`config.mk`:
```
export PLATFORM = sky130hd
export DESIGN_NAME = uart_tx_fifo
export DESIGN_NICKNAME = d
export VERILOG_FILES = /design/src/rtl/uart_tx_fifo.sv
export SDC_FILE = /design/constraint.sdc
export NUM_CORES = 1
export LEC_CHECK = 0
export ABC_AREA = 0
export CAP_MARGIN = 10
export CELL_PAD_IN_SITES_DETAIL_PLACEMENT = 0
export CELL_PAD_IN_SITES_GLOBAL_PLACEMENT = 1
export CORE_ASPECT_RATIO = 0.6
export CORE_MARGIN = 4
export CORE_UTILIZATION = 37
export CTS_CLUSTER_DIAMETER = 30
export CTS_CLUSTER_SIZE = 8
export DETAILED_ROUTE_END_ITERATION = 6
export GPL_ROUTABILITY_DRIVEN = 0
export GPL_TIMING_DRIVEN = 0
export PLACE_DENSITY = 0.71
export SYNTH_ARGS = -nofsm -noshare
export SYNTH_HDL_FRONTEND = slang
export SYNTH_SLANG_ARGS = --single-unit
```
`constraint.sdc`:
```
create_clock -name sys_clk -period 2.9 [get_ports sys_clk]
set_input_delay 0.58 -clock sys_clk [delete_from_list [all_inputs] [get_ports sys_clk]]
set_output_delay 0.58 -clock sys_clk [all_outputs]
set_load 0.01 [all_outputs]
```
`src/rtl/uart_tx_fifo.sv`:
```
// Show-ahead byte FIFO between the I2C read path and the UART transmitter.
// Head entry is presented on rd_data; status flags are registered from next-state usedw.
module uart_tx_fifo #(
  parameter int unsigned DATA_W    = 8,
  parameter int unsigned ADDR_W    = 4,
  parameter int unsigned AFULL_LVL = 12
) (
  input  logic              sys_clk,
  input  logic              sys_rst_n,
  input  logic              wr_req,
  input  logic [DATA_W-1:0] wr_data,
  input  logic              rd_req,
  output logic [DATA_W-1:0] rd_data,
  output logic              data_en,
  output logic              empty,
  output logic              full,
  output logic              almost_full,
  output logic [ADDR_W:0]   usedw,
  output logic              ovf_err,
  output logic              udf_err,
  input  logic              clr_err
);

  localparam int unsigned  DEPTH     = 1 << ADDR_W;
  localparam int unsigned  CNT_W     = ADDR_W + 1;
  localparam logic [ADDR_W:0] DEPTH_CNT = CNT_W'(DEPTH);
  localparam logic [ADDR_W:0] AFULL_CNT = CNT_W'(AFULL_LVL);

  logic [DATA_W-1:0] mem_q [DEPTH];

  logic [ADDR_W-1:0] wr_ptr_q, wr_ptr_d;
  logic [ADDR_W-1:0] rd_ptr_q, rd_ptr_d;
  logic [ADDR_W:0]   usedw_q,  usedw_d;
  logic              empty_q,  empty_d;
  logic              full_q,   full_d;
  logic              afull_q,  afull_d;
  logic              ovf_q,    ovf_d;
  logic              udf_q,    udf_d;
  logic              wr_ok,    rd_ok;

  // Acceptance, pointer/count update and status decode from the next count.
  always_comb begin
    wr_ok    = wr_req && (!full_q || rd_req);
    rd_ok    = rd_req && !empty_q;
    wr_ptr_d = wr_ptr_q;
    rd_ptr_d = rd_ptr_q;
    usedw_d  = usedw_q;
    ovf_d    = ovf_q;
    udf_d    = udf_q;

    if (wr_ok) wr_ptr_d = wr_ptr_q + ADDR_W'(1);
    if (rd_ok) rd_ptr_d = rd_ptr_q + ADDR_W'(1);

    case ({wr_ok, rd_ok})
      2'b10:   usedw_d = usedw_q + CNT_W'(1);
      2'b01:   usedw_d = usedw_q - CNT_W'(1);
      default: usedw_d = usedw_q;
    endcase

    empty_d = (usedw_d == '0);
    full_d  = (usedw_d == DEPTH_CNT);
    afull_d = (usedw_d >= AFULL_CNT);

    // Clear first so a same-cycle error event wins.
    if (clr_err) begin
      ovf_d = 1'b0;
      udf_d = 1'b0;
    end
    if (wr_req && !wr_ok)   ovf_d = 1'b1;
    if (rd_req && empty_q)  udf_d = 1'b1;
  end

  always_ff @(posedge sys_clk or negedge sys_rst_n) begin
    if (!sys_rst_n) begin
      wr_ptr_q <= '0;
      rd_ptr_q <= '0;
      usedw_q  <= '0;
      empty_q  <= 1'b1;
      full_q   <= 1'b0;
      afull_q  <= 1'b0;
      ovf_q    <= 1'b0;
      udf_q    <= 1'b0;
    end else begin
      wr_ptr_q <= wr_ptr_d;
      rd_ptr_q <= rd_ptr_d;
      usedw_q  <= usedw_d;
      empty_q  <= empty_d;
      full_q   <= full_d;
      afull_q  <= afull_d;
      ovf_q    <= ovf_d;
      udf_q    <= udf_d;
    end
  end

  // Storage array is intentionally not reset.
  always_ff @(posedge sys_clk) begin
    if (wr_ok) mem_q[wr_ptr_q] <= wr_data;
  end

  assign rd_data     = empty_q ? '0 : mem_q[rd_ptr_q];
  assign data_en     = !empty_q;
  assign empty       = empty_q;
  assign full        = full_q;
  assign almost_full = afull_q;
  assign usedw       = usedw_q;
  assign ovf_err     = ovf_q;
  assign udf_err     = udf_q;

endmodule

```
; ---- Yosys cells after proc, flatten, opt, wreduce, memory -nomap -nowiden
; Memories as Yosys holds them, arrays and structs flattened.
; Cells that the tools add are included.
; Widths: inputs -> output; s select.
[word_totals]
n_memories = 1
ram_bits = 128
out_inout_bits = 19
ff_bits = 18
word_cells = 35
inputBits = 13
[memory_table]
columns = name, depth, width, rd, rd_clocked_by_memory_dff, write_ports, line
row1 = mem_q, 16, 8, 1, 0, 1, 29  ; logic [DATA_W-1:0] mem_q [DEPTH];
[classes]
addsub = 4
n_lt_le_gt_ge = 1
n_eq_ne = 3
muxes = 7
reduce_logical = 11
[op_table]
columns = cell, count
row1 = $pmux 5 s2, 1
row2 = $add 4x1->4 const B, 2
row3 = $mux 8, 1
row4 = $add 5x1->5 const B, 1
row5 = $eq 5x5->1 const B, 1
row6 = $ge 5x4->1 const B, 1
row7 = $logic_not 5->1, 1
row8 = $mux 1, 5
row9 = $sub 5x1->5 const B, 1
row10 = $logic_and 1x1->1, 4
row11 = $reduce_bool 2->1, 2
row12 = $logic_not 1->1, 3
row13 = $eq 2x1->1 const B, 1
row14 = $eq 2x2->1 const B, 1
row15 = $logic_or 1x1->1, 1

; ---- Depth between registers and ports, before layout
[logic_depth]
word_depth = 6
depth_mapped = 13
ltp_nobuf = 11

; ---- Worst setup path before layout
; OpenSTA, ideal clock, no wires.
[synth_timing]
path_type = input -> register
from = input rd_req
to = register full_q, in the netlist full
path_slack_ns = 0.054
t_arrival_ns = 2.758
required_ns = 2.812
n_path_buf = 2
setup_time_ns = 0.088
path_stages = 13
path_cell_list = nand2b_1 > and2_1 > clkbuf_1 > inv_1 > ha_1 > clkbuf_1 > xor2_1 > ha_1 > o21ai_0 > a221oi_1 > o211ai_1 > xnor2_1 > nor3b_1
[synth_between]
elab_chain_cells = 5
word_cells_on_any_way = 7
cone_classes = eq/ne (3) / mux (1) / reduce/logical (3)
[synth_lines]
columns = item, line
row1 = start: declaration, 12  ; input logic rd_req,
row2 = $logic_or 1x1->1, 43  ; wr_ok = wr_req && (!full_q || rd_req);
row3 = $logic_and 1x1->1, 43
row4 = $eq 2x1->1 or $eq 2x2->1 (tied branches), 54  ; case ({wr_ok, rd_ok})
row5 = $pmux 5 s2 *, 54
row6 = via usedw_d[4], 33  ; logic [ADDR_W:0] usedw_q, usedw_d;
row7 = $eq 5x5->1 *, 61  ; full_d = (usedw_d == DEPTH_CNT);
row8 = via full_d, 35  ; logic full_q, full_d;
row9 = end signal: assignment, 88  ; full_q <= full_d;
row10 = end: declaration, 35
; Mark *: on every way through the listed nets, which the timed path passes. The rest lies on a longest branch.
; A chain may end at the register's enable or synchronous reset.

; ---- Worst setup path in the final report
[layout_timing]
from = register rd_ptr_q[0]
to = output rd_data[3]
[layout_between]
elab_chain_cells = 2
[layout_lines]
columns = item, line
row1 = start: declaration, 32  ; logic [ADDR_W-1:0] rd_ptr_q, rd_ptr_d;
row2 = start signal: assignment, 85  ; rd_ptr_q <= rd_ptr_d;
row3 = $mem_v2 16x8, --
row4 = $mux 8, 100  ; assign rd_data = empty_q ? '0 : mem_q[rd_ptr_q];
row5 = end: declaration, 13  ; output logic [DATA_W-1:0] rd_data,
; No other way between the ends.

==> results.ini <==
[routing]
wl_met2_um = 5460
vias = 3041
vias_per_cell = 5.23
met3WireLength_um = 874
top_layer_used = met5
drt_first_pass_iters = 5
wl_met1_um = 6030
routedWlPerCell_um = 21.5
drc = 0
drt_iter0_drc = 277
routed_wl_um = 12500
ant_nets = 0

[sta]
holdWs_ns = 0.528
finalSetupViolCount = 8
min_period_ns = 3.08
min_period_over_period_pct = 106
maxSlewViolCount = 0
rsz0062_at_grt = true
clock_skew_ns = 0.00639
fin_ws_ns = -0.180
fmax_mhz = 325
worst_pin_slew_ns = 1.16
hold_viol = 0
slew_headroom_pct = 22.7

[clocking]
root_buffer = clkbuf_16
numCtsBuffers = 17
clk_pin_slew_ns = 0.06
htreeDepth = 4
cts_tree = yes
clock_path_buffers = 2
clock_sinks = 146
postCtsHoldBufs = 0
clock_latency_ns = 0.42

[finish]
finalNetCount = 386
fin_area_mm2 = 0.00736
synthToLayoutAreaGrowth_pct = 21.9
stdcell_count = 581
final_cell_mix = edfxtp_1 (128), mux4_2 (34), clkdlybuf4s50_1 (23)
drive_gt1_share_pct = 31.2
final_common_cell = edfxtp_1
num_antenna_cells = 0

[setup_path]
critPathCaptureType = output pin
critical_path.max_fanout = 5
critPathRequiredTime_ns = 2.32
worstSetupPathType = reg -> out
start_kind = register
r2r_setup_slack_ns = 0.41
worstRegToRegCells = 10
arrival_ns = 2.50

[yosys]
synth_cells = 303
synth_edf_count = 128
ys_types = 38
ys_ff_latch = 146
synth_fp_nets = 324
synth-async-reset-ratio_pct = 12.3
synth-main-ff-cell = edfxtp_1
synth-seq-area-share_pct = 71.2
syn-cell-area_mm2 = 0.00603
ys_warn_count = 0
avgSynthCellArea_um2 = 19.9

[die]
die_h_um = 107
fp-row-count = 35
initial_core_util_pct = 38.5
core-area_mm2 = 0.0157
ios = 32
die_width_um = 173
die-area_mm2 = 0.0185

[placed_design]
hpwl_um = 8140
dp.cells = 539
io_buffers = 31
placed_cell_area_mm2 = 0.00664

[power]
power_density_mw_per_mm2 = 1050
ir_drop_v = 0.000425
leakage_nw = 2.50

[job]
max_cap_violations = 0

[global_route]
antenna_found_initial = 1
grt_pass1_wl_um = 19100
grt_pass1_vias = 3087
grt-ovfl-total = 0
gr-usage-all-layers_pct = 14.3
grt_max_degree = 19

[run_status]
status = complete, but fails checks
violations = negative setup slack

[hold_path]
min_delay_path_depth = 2
hold_class = reg -> reg

-- worst paths after layout --
check	start	end
min in group asynchronous	sys_rst_n	usedw[3]
worst max register to register	empty	full
max in group asynchronous	sys_rst_n	rd_ptr_q[0]
worst max-delay path	rd_ptr_q[0]	rd_data[3]
worst min register to register	udf_err	udf_err
worst min-delay path	udf_err	udf_err
-- critical path, stage by stage, from the launching register on --
cell and delay, ns:
dfrtp_1 0.37, buf_6 0.16, buf_12 0.12, buf_12 0.12
mux4_2 0.52, mux4_2 0.49, and2_4 0.18, buf_6 0.11
-- logic make-up after synthesis --
logic type	count (synthesis)	share of synthesized area [%]
and+or+nand+nor	54	4.60
buffers and inverters	25	2.49
muxes	42	16.6
adders and majority gates	8	1.66
xor gates and xnor gates	11	1.60
AOI/OAI and AO/OA	17	1.85
DFF	146	71.2
-- final cells by class --
cell class | count | area [um^2]
buffer | 16 | 133
clock buffer | 17 | 425
fill | 1309 | 8320
sequential | 146 | 4300
clock inverter | 15 | 125
multi-input combinational | 132 | 1600
tap | 203 | 254
inverter | 7 | 26.3
timing repair buffer | 45 | 499
-- sequential cells by signal, indices dropped and copies added (netlist names) --
| signal | count |
|---|---|
| almost_full | 1 |
| empty | 1 |
| full | 1 |
| mem_q | 128 |
| ovf_err | 1 |
| rd_ptr_q | 4 |
| udf_err | 1 |
| usedw | 5 |
| wr_ptr_q | 4 |
-- metal layers --
layer / track usage, % / up-vias
met5: 0 / -
met4: 4.27 / 2
met3: 4.65 / 14
met2: 20.3 / 92
met1: 21.1 / 1589
li1: - / 1344
-- synthesized netlist by cell type (4+ instances only) --
cell      count  area share, %
ha_1          8            1.7
and2_1        9           0.93
xnor2_1       8            1.2
nand2_1      10           0.62
nor2_1       14           0.87
mux4_2       19            7.1
a21oi_1       4           0.33
o21ai_0       4           0.33
edfxtp_1    128             64
inv_1         7           0.44
dfrtp_1      17            7.1
clkbuf_1      7           0.44
nand2b_1      4           0.41
nor3_1        6           0.50
mux4_1       21            9.1
nor2b_1       4           0.41
-- per-stage QoR --
| stage | utilization [%] | worst slack, ns | TNS [ns] | total power, W |
|---|---|---|---|---|
| after floorplan | - | 0.0541 | 0 | 0.00439 |
| after global placement | 42.1 | -0.807 | -36.13 | 0.00525 |
| after detailed placement | 42.3 | -0.909 | -21.35 | 0.00533 |
| after CTS | 46.8 | -0.208 | -1.40 | 0.00782 |
| after global routing | 46.9 | -0.265 | -1.81 | 0.00815 |
| final | 46.9 | -0.180 | -1.21 | 0.00774 |
-- power by group --
| group | internal, W | switching [W] | total, W |
|---|---|---|---|
| sequential | 0.00260 | 0.000105 | 0.00270 |
| clock | 0.00112 | 0.000890 | 0.00201 |
| combinational | 0.00168 | 0.00136 | 0.00303 |
-- timing repair --
| action | in CTS | in global routing |
|---|---|---|
| endpoints found under the setup margin | 13 | 12 |
| pin swaps | 0 | 3 |
| hold endpoints to repair | 0 | 0 |
| cloned | 2 | 0 |
| setup buffers | 10 | 1 |
| gates resized for setup | 73 | 6 |
(Power assumes the default switching activity.)
